### config.mk
export PLATFORM = sky130hd
export DESIGN_NAME = qnr_qtable_sequencer
export DESIGN_NICKNAME = d
export VERILOG_FILES = /design/src/rtl/qnr_qtable_sequencer.sv
export SDC_FILE = /design/constraint.sdc
export NUM_CORES = 1
export LEC_CHECK = 0
export CAP_MARGIN = 20
export CORE_MARGIN = 2
export CORE_UTILIZATION = 37
export CTS_BUF_LIST = sky130_fd_sc_hd__clkbuf_16
export CTS_CLUSTER_SIZE = 20
export DETAILED_ROUTE_END_ITERATION = 10
export PLACE_DENSITY_LB_ADDON = 0.12
export SLEW_MARGIN = 40
export SYNTH_ARGS = -nofsm -noshare
export SYNTH_HDL_FRONTEND = slang
export SYNTH_SLANG_ARGS = --single-unit
### constraint.sdc
create_clock -name clk -period 2.7 [get_ports clk]
set_input_delay 0.54 -clock clk [delete_from_list [all_inputs] [get_ports clk]]
set_output_delay 0.54 -clock clk [all_outputs]
set_load 0.03 [all_outputs]
### src/rtl/qnr_qtable_sequencer.sv
// rtl/qnr_qtable_sequencer.sv - quantizer coefficient sequencer and Q-table access controller
module qnr_qtable_sequencer #(
  parameter int DW = 12,
  parameter int TW = 8
) (
  input  logic          clk,
  input  logic          rst,
  input  logic          mode_420,
  input  logic          in_valid,
  output logic          in_ready,
  input  logic [DW-1:0] in_data,
  input  logic          in_sof,
  output logic          qt_ren,
  output logic [6:0]    qt_raddr,
  input  logic [TW-1:0] qt_rdata,
  output logic          qt_we,
  output logic [6:0]    qt_waddr,
  output logic [TW-1:0] qt_wdata,
  input  logic          host_wr_valid,
  output logic          host_wr_ready,
  input  logic [6:0]    host_wr_addr,
  input  logic [TW-1:0] host_wr_data,
  output logic          out_valid,
  input  logic          out_ready,
  output logic [DW-1:0] out_coef,
  output logic [TW-1:0] out_q,
  output logic [5:0]    out_qidx,
  output logic          out_tsel,
  output logic          out_last,
  output logic          busy,
  output logic          err_sof
);

  // IDLE/RUN is fully implied by the coefficient counter; the enum names it.
  typedef enum logic {IDLE, RUN} state_t;

  state_t     state;
  logic [5:0] qnt_cnt, cnt_next;
  logic [2:0] comp, comp_next;
  logic       mode, mode_next;
  logic       err_next;

  // Values the current input beat will use; an sof beat restarts at index 0, comp 0.
  logic [5:0] beat_idx;
  logic [2:0] beat_comp;
  logic       beat_mode;
  logic       beat_tsel;
  logic       stage_free;
  logic       accept;

  // Sequencer state register: counter, component, latched sampling mode, sof error pulse.
  always_ff @(posedge clk) begin
    if (rst) begin
      qnt_cnt <= 6'd0;
      comp    <= 3'd0;
      mode    <= 1'b0;
      err_sof <= 1'b0;
    end else begin
      qnt_cnt <= cnt_next;
      comp    <= comp_next;
      mode    <= mode_next;
      err_sof <= err_next;
    end
  end

  // Handshake, host arbitration, table read address and next sequencer state.
  always_comb begin
    state         = (qnt_cnt == 6'd0) ? IDLE : RUN;
    stage_free    = ~out_valid | out_ready;
    // Host writes win in IDLE so tables only change between blocks.
    in_ready      = stage_free & ~((state == IDLE) & host_wr_valid);
    accept        = in_valid & in_ready;
    host_wr_ready = (state == IDLE);
    qt_we         = host_wr_valid & host_wr_ready;

    beat_idx  = in_sof ? 6'd0 : qnt_cnt;
    beat_comp = in_sof ? 3'd0 : comp;
    beat_mode = in_sof ? mode_420 : mode;
    beat_tsel = beat_mode ? (beat_comp >= 3'd4) : (beat_comp >= 3'd1);

    qt_ren   = accept;
    qt_raddr = {beat_tsel, beat_idx};

    cnt_next  = qnt_cnt;
    comp_next = comp;
    mode_next = mode;
    err_next  = 1'b0;
    if (accept) begin
      cnt_next  = beat_idx + 6'd1;
      comp_next = beat_comp;
      mode_next = beat_mode;
      err_next  = in_sof & (state == RUN);
      if (beat_idx == 6'd63) begin
        comp_next = (beat_comp == (beat_mode ? 3'd5 : 3'd2)) ? 3'd0 : beat_comp + 3'd1;
      end
    end
  end

  // Output stage: capture the beat alongside its table read; hold while stalled.
  always_ff @(posedge clk) begin
    if (rst) begin
      out_valid <= 1'b0;
      out_coef  <= '0;
      out_qidx  <= 6'd0;
      out_tsel  <= 1'b0;
    end else if (accept) begin
      out_valid <= 1'b1;
      out_coef  <= in_data;
      out_qidx  <= beat_idx;
      out_tsel  <= beat_tsel;
    end else if (out_ready) begin
      out_valid <= 1'b0;
    end
  end

  // The table holds its read data while qt_ren is low, so out_q stays stable in a stall.
  assign out_q    = qt_rdata;
  assign out_last = (out_qidx == 6'd63);
  assign busy     = (state == RUN);
  assign qt_waddr = host_wr_addr;
  assign qt_wdata = host_wr_data;

endmodule

* Word level (Yosys, flattened, before mapping)
Index checks and enable logic that the tools add are counted.
** Word-level totals
- Register bits after elaboration :: 31
- Bits of input ports :: 42
- Output and inout port bits :: 57
- Word-level logic and storage cells :: 36
** Cells by class
- Add/subtract/negate cells :: 2
- Order comparisons :: 2
- Eq/ne operators :: 3
- Muxes and demuxes :: 10
- Bitwise operators :: 8
- Reduce and logical (&&, ||, !) cells :: 3
** Operator list (number)
- $eq 6x6->1 const B :: 2
- $mux 3 :: 4
- $add 6x1->6 const B :: 1
- $logic_not 6->1 :: 1
- $mux 6 :: 1
- $mux 1 :: 5
- $and 1x1->1 :: 4
- $add 3x1->3 const B :: 1
- $eq 3x3->1 :: 1
- $ge 3x1->1 const B :: 1
- $ge 3x3->1 const B :: 1
- $not 1->1 :: 3
- $reduce_bool 2->1 :: 1
- $reduce_or 2->1 :: 1
- $or 1x1->1 :: 1

* Longest topological paths before layout
- Word-level depth :: 7
- Depth in mapped cells :: 8
- Depth with buffers taken out :: 6

* Worst setup path before layout
No wires, ideal clock.
- Path kind :: in2reg
- Start :: input in_sof
- End :: register comp[0]
- Library setup time :: 0.086 ns
- Arrival :: 2.718 ns
- Required time :: 2.614 ns
- Path slack :: -0.103 ns
- Stages on the path :: 8
- Buffers on the path :: 2
- Cells stage by stage :: clkbuf_1 -> clkbuf_1 -> nor2b_1 -> ha_1 -> and4_1 -> nand2_1 -> or4_1 -> a211oi_1
** Between the ends
- Elaborated cells between the ends (all ways) :: 9
- Those cells by class :: add/sub: 1; eq/ne: 2; mux: 6
** RTL lines
- start: declaration :: line 12 : input logic in_sof,
- $mux 6 :: line 76 : beat_idx = in_sof ? 6'd0 : qnt_cnt;
- named net qt_raddr[1] :: line 14 : output logic [6:0] qt_raddr,
- $eq 6x6->1 :: line 93 : if (beat_idx == 6'd63) begin
- $mux 3 :: line 93
- end signal: assignment :: line 60 : comp <= comp_next;
- end: declaration :: line 39 : logic [2:0] comp, comp_next;
The timed path passes the listed nets, and every way through them passes these cells.
A chain may end at the register's enable or synchronous reset.

* Worst setup path in the final report
- Start :: register qnt_cnt[5]
- End :: output host_wr_ready
** Between the ends
- Longest elaborated chain between the ends :: 1
** Ends and longest elaborated chain
- start: declaration :: line 38 : logic [5:0] qnt_cnt, cnt_next;
- start signal: assignment :: line 59 : qnt_cnt <= cnt_next;
- $logic_not 6->1 :: line 68 : state = (qnt_cnt == 6'd0) ? IDLE : RUN;
- end: declaration :: line 20 : output logic host_wr_ready,
No other way between the ends.

==> metrics <==
CTS buffer count 5; Worst EP required 2160 ps; DRC Markers 0; top cell type's share of synthesized area 0.381; Fillers ~410; Final Hold Vio Count 0; Max Used Layer met4; largest net degree at the start of global routing 32; FF-to-FF Start qnt_cnt[5]; Yosys reg bits 31; final setup violation count 0; vias per inst 5.22; CTS tree built; DR iter-0 viols 59; syn nets 246; routed wl met2 1950 um; Top Family by Delay on Critical Path simple AND/OR/NAND/NOR gates; met3 WL 311 um; worst skew pair latency roughly 270 ps; root buffer cell clkbuf_16; Initial Util 0.380; Die X-Extent 70.4 um; HPWL after DPL 2840 um; library cells used by synthesis 41; Tot GR Track Use 0.170; fmax a little over 400 MHz; vias in the first global route ~1500; Pleak roughly 0.85 nW; mapped cell area around 1600 um^2; sequential share of the synthesized area 0.381; Util after Layout 0.513; Reg-to-Reg End qnt_cnt[4]; die height between 70 and 80 um; Area Growth Syn to Fin 35.2%; class of the most critical hold timing path flop to flop; minimum clock period after layout 2470 ps; critical path's slowest cell or4_4; Critical Path Sink Type primary output; die area 4950 um^2; max-cap violations 0; cells along the critical path or4_4 -> nor3_1 -> buf_4 -> dlygate4sd2_1; CP Max Fanout 5; clk_skew ~2.3 ps; maximum vdd drop approximately 270 uV; unrepaired setup endpoints after global routing false; GP Congestion 0.782; port bufs 52; Max Transition Viols Final 0; Synth area leaders dfxtp_1 (38%), buf_4 (11%), nand2_1 (9.7%); Max Root-Sink Buffers 2; first-pass GRT wire length 6760 um; NumNets Final between 200 and 300; Arr. time, crit path between 1500 and 2000 ps; most common cell in the synthesized netlist nand2_1; post-route ant nets 0; register-to-register setup slack 640 ps; Worst-Margin Slew 489 ps; most common flop cell mapped by yosys dfxtp_1; status completed; worst slew margin relative to its limit 0.670; Final Cycle Share 0.915; Synth Area per Inst 8.11 um^2; Worst-path clk slew 50 ps; initial antenna violation count 0; core area 4290 um^2; Post-synth top cells nand2_1 (42), dfxtp_1 (31), a21oi_1 (27), buf_4 (24), nor2b_1 (9); Hold Buf Count CTS 0; Pre-antenna DRT Iters 4; ys async rst share 0; Rows 24; Vias 1508; hold path startpoint out_coef[0]; WHS Path Cells 2; IO Pins 99; Post-Place Worst Slack -379 ps; synthesized instance count 201; WL met1 1710 um; Hold Path Sink out_coef[0]; htree depth 2; clk sinks 31; CP Buf/Inv Count 2; share of cells above drive strength 1 0.139; pwr/cell area 602 nW/um^2; CP Class flop to primary output; worst setup margin 228 ps; final wirelength 4080 um; startpoint types flop; number of synthesized flops with an enable pin 0; post-synth top area cell dfxtp_1; yosys warns 0; GRT Residual Overflow 0; R2R depth 6; Ant. Diodes 0; wire length per cell between 10 and 15 um; max incr delay on CP around 590 ps
==> what timing repair did <==
item / CTS / global route
endpoints found under the hold margin: 0 / 0
resized for setup: 6 / 5
cloned: 0 / 0
setup endpoints to repair: 4 / 3
buffers inserted: 0 / 1
==> layout by cell type (no fill, tap or decap), types with 2 or more instances in the layout <==
cell type / n
clkbuf_16: 5
inv_1: 5
clkdlybuf4s50_1: 39
ha_1: 3
nor2b_1: 8
and4b_1: 2
buf_4: 18
dlymetal6s2s_1: 3
o21ai_0: 4
a211oi_1: 2
nand4_1: 3
nand2b_1: 2
dlygate4sd2_1: 3
a21oi_1: 27
a31oi_1: 3
dfxtp_1: 31
nand2_1: 42
nor3_1: 3
nor2_1: 5
nand3_1: 2
==> through the flow <==
stage	hold WS, ps	total power [mW]	cell area, um^2	instances	TNS (ps)
2_1_floorplan	454	0.694	1630	201	0
3_3_place_gp	442	0.720	2030	280	-328
3_5_place_dp	450	0.724	2030	280	-379
4_1_cts	457	1.35	2200	288	-73.8
5_1_grt	483	1.39	2200	289	0
6_report	454	1.33	2200	289	0
==> worst reg2reg max path, cell delays in order (launching register included) <==
cell and delay (ps):
dfxtp_1 340, or4_4 590, o311ai_4 310, inv_2 60, buf_4 240, a41oi_1 310
a311oi_2 80
==> layout make-up <==
cell class,count,area [um^2],share of cell area
multi-input cells,128,738,0.335
well taps,52,65.1,0.0295
repair buffers,64,594,0.270
flip-flops and latches,31,621,0.281
inverters,6,22.5,0.0102
clock buffers,5,125,0.0568
clock inverters,3,38.8,0.0176
==> registers in the layout, summed over array words and instances (netlist names) <==
| name | cells |
|---|---|
| err_sof | 1 |
| mode | 1 |
| out_qidx | 6 |
| comp | 3 |
| out_valid | 1 |
| out_tsel | 1 |
| qnt_cnt | 6 |
| out_coef | 12 |
==> metal layers <==
metal	vias to the layer above	GRT usage
met5	-	0
met4	0	0.0769
met3	20	0.0678
met2	64	0.271
met1	687	0.198
li1	737	-
==> worst max path at each step <==
stage	end	slack [ps]	cells past startpoint	from
after detailed placement	qt_raddr[6]	-380	7	in_sof
after CTS	qt_raddr[6]	-70	7	in_sof
after global placement	qt_raddr[6]	-330	7	in_sof
after floorplan	comp[0]	40	7	in_sof
after global routing	busy	130	5	qnt_cnt[5]
final	host_wr_ready	230	4	qnt_cnt[5]
==> cell families (layout without fill, tap and decap cells) <==
family	count (synthesis)	count (layout)	synth area share
AOI/OAI and AO/OA	47	47	0.191
adders and majority gates	3	3	0.0230
buffers and inverters	42	78	0.168
DFF	31	31	0.381
and+or+nand+nor	78	78	0.237
==> power by group <==
| group | internal (mW) | switching [mW] |
|---|---|---|
| clock network | 0.429 | 0.190 |
| logic | 0.0946 | 0.126 |
| registers | 0.477 | 0.0113 |
Power figures use the tool's default switching activity.
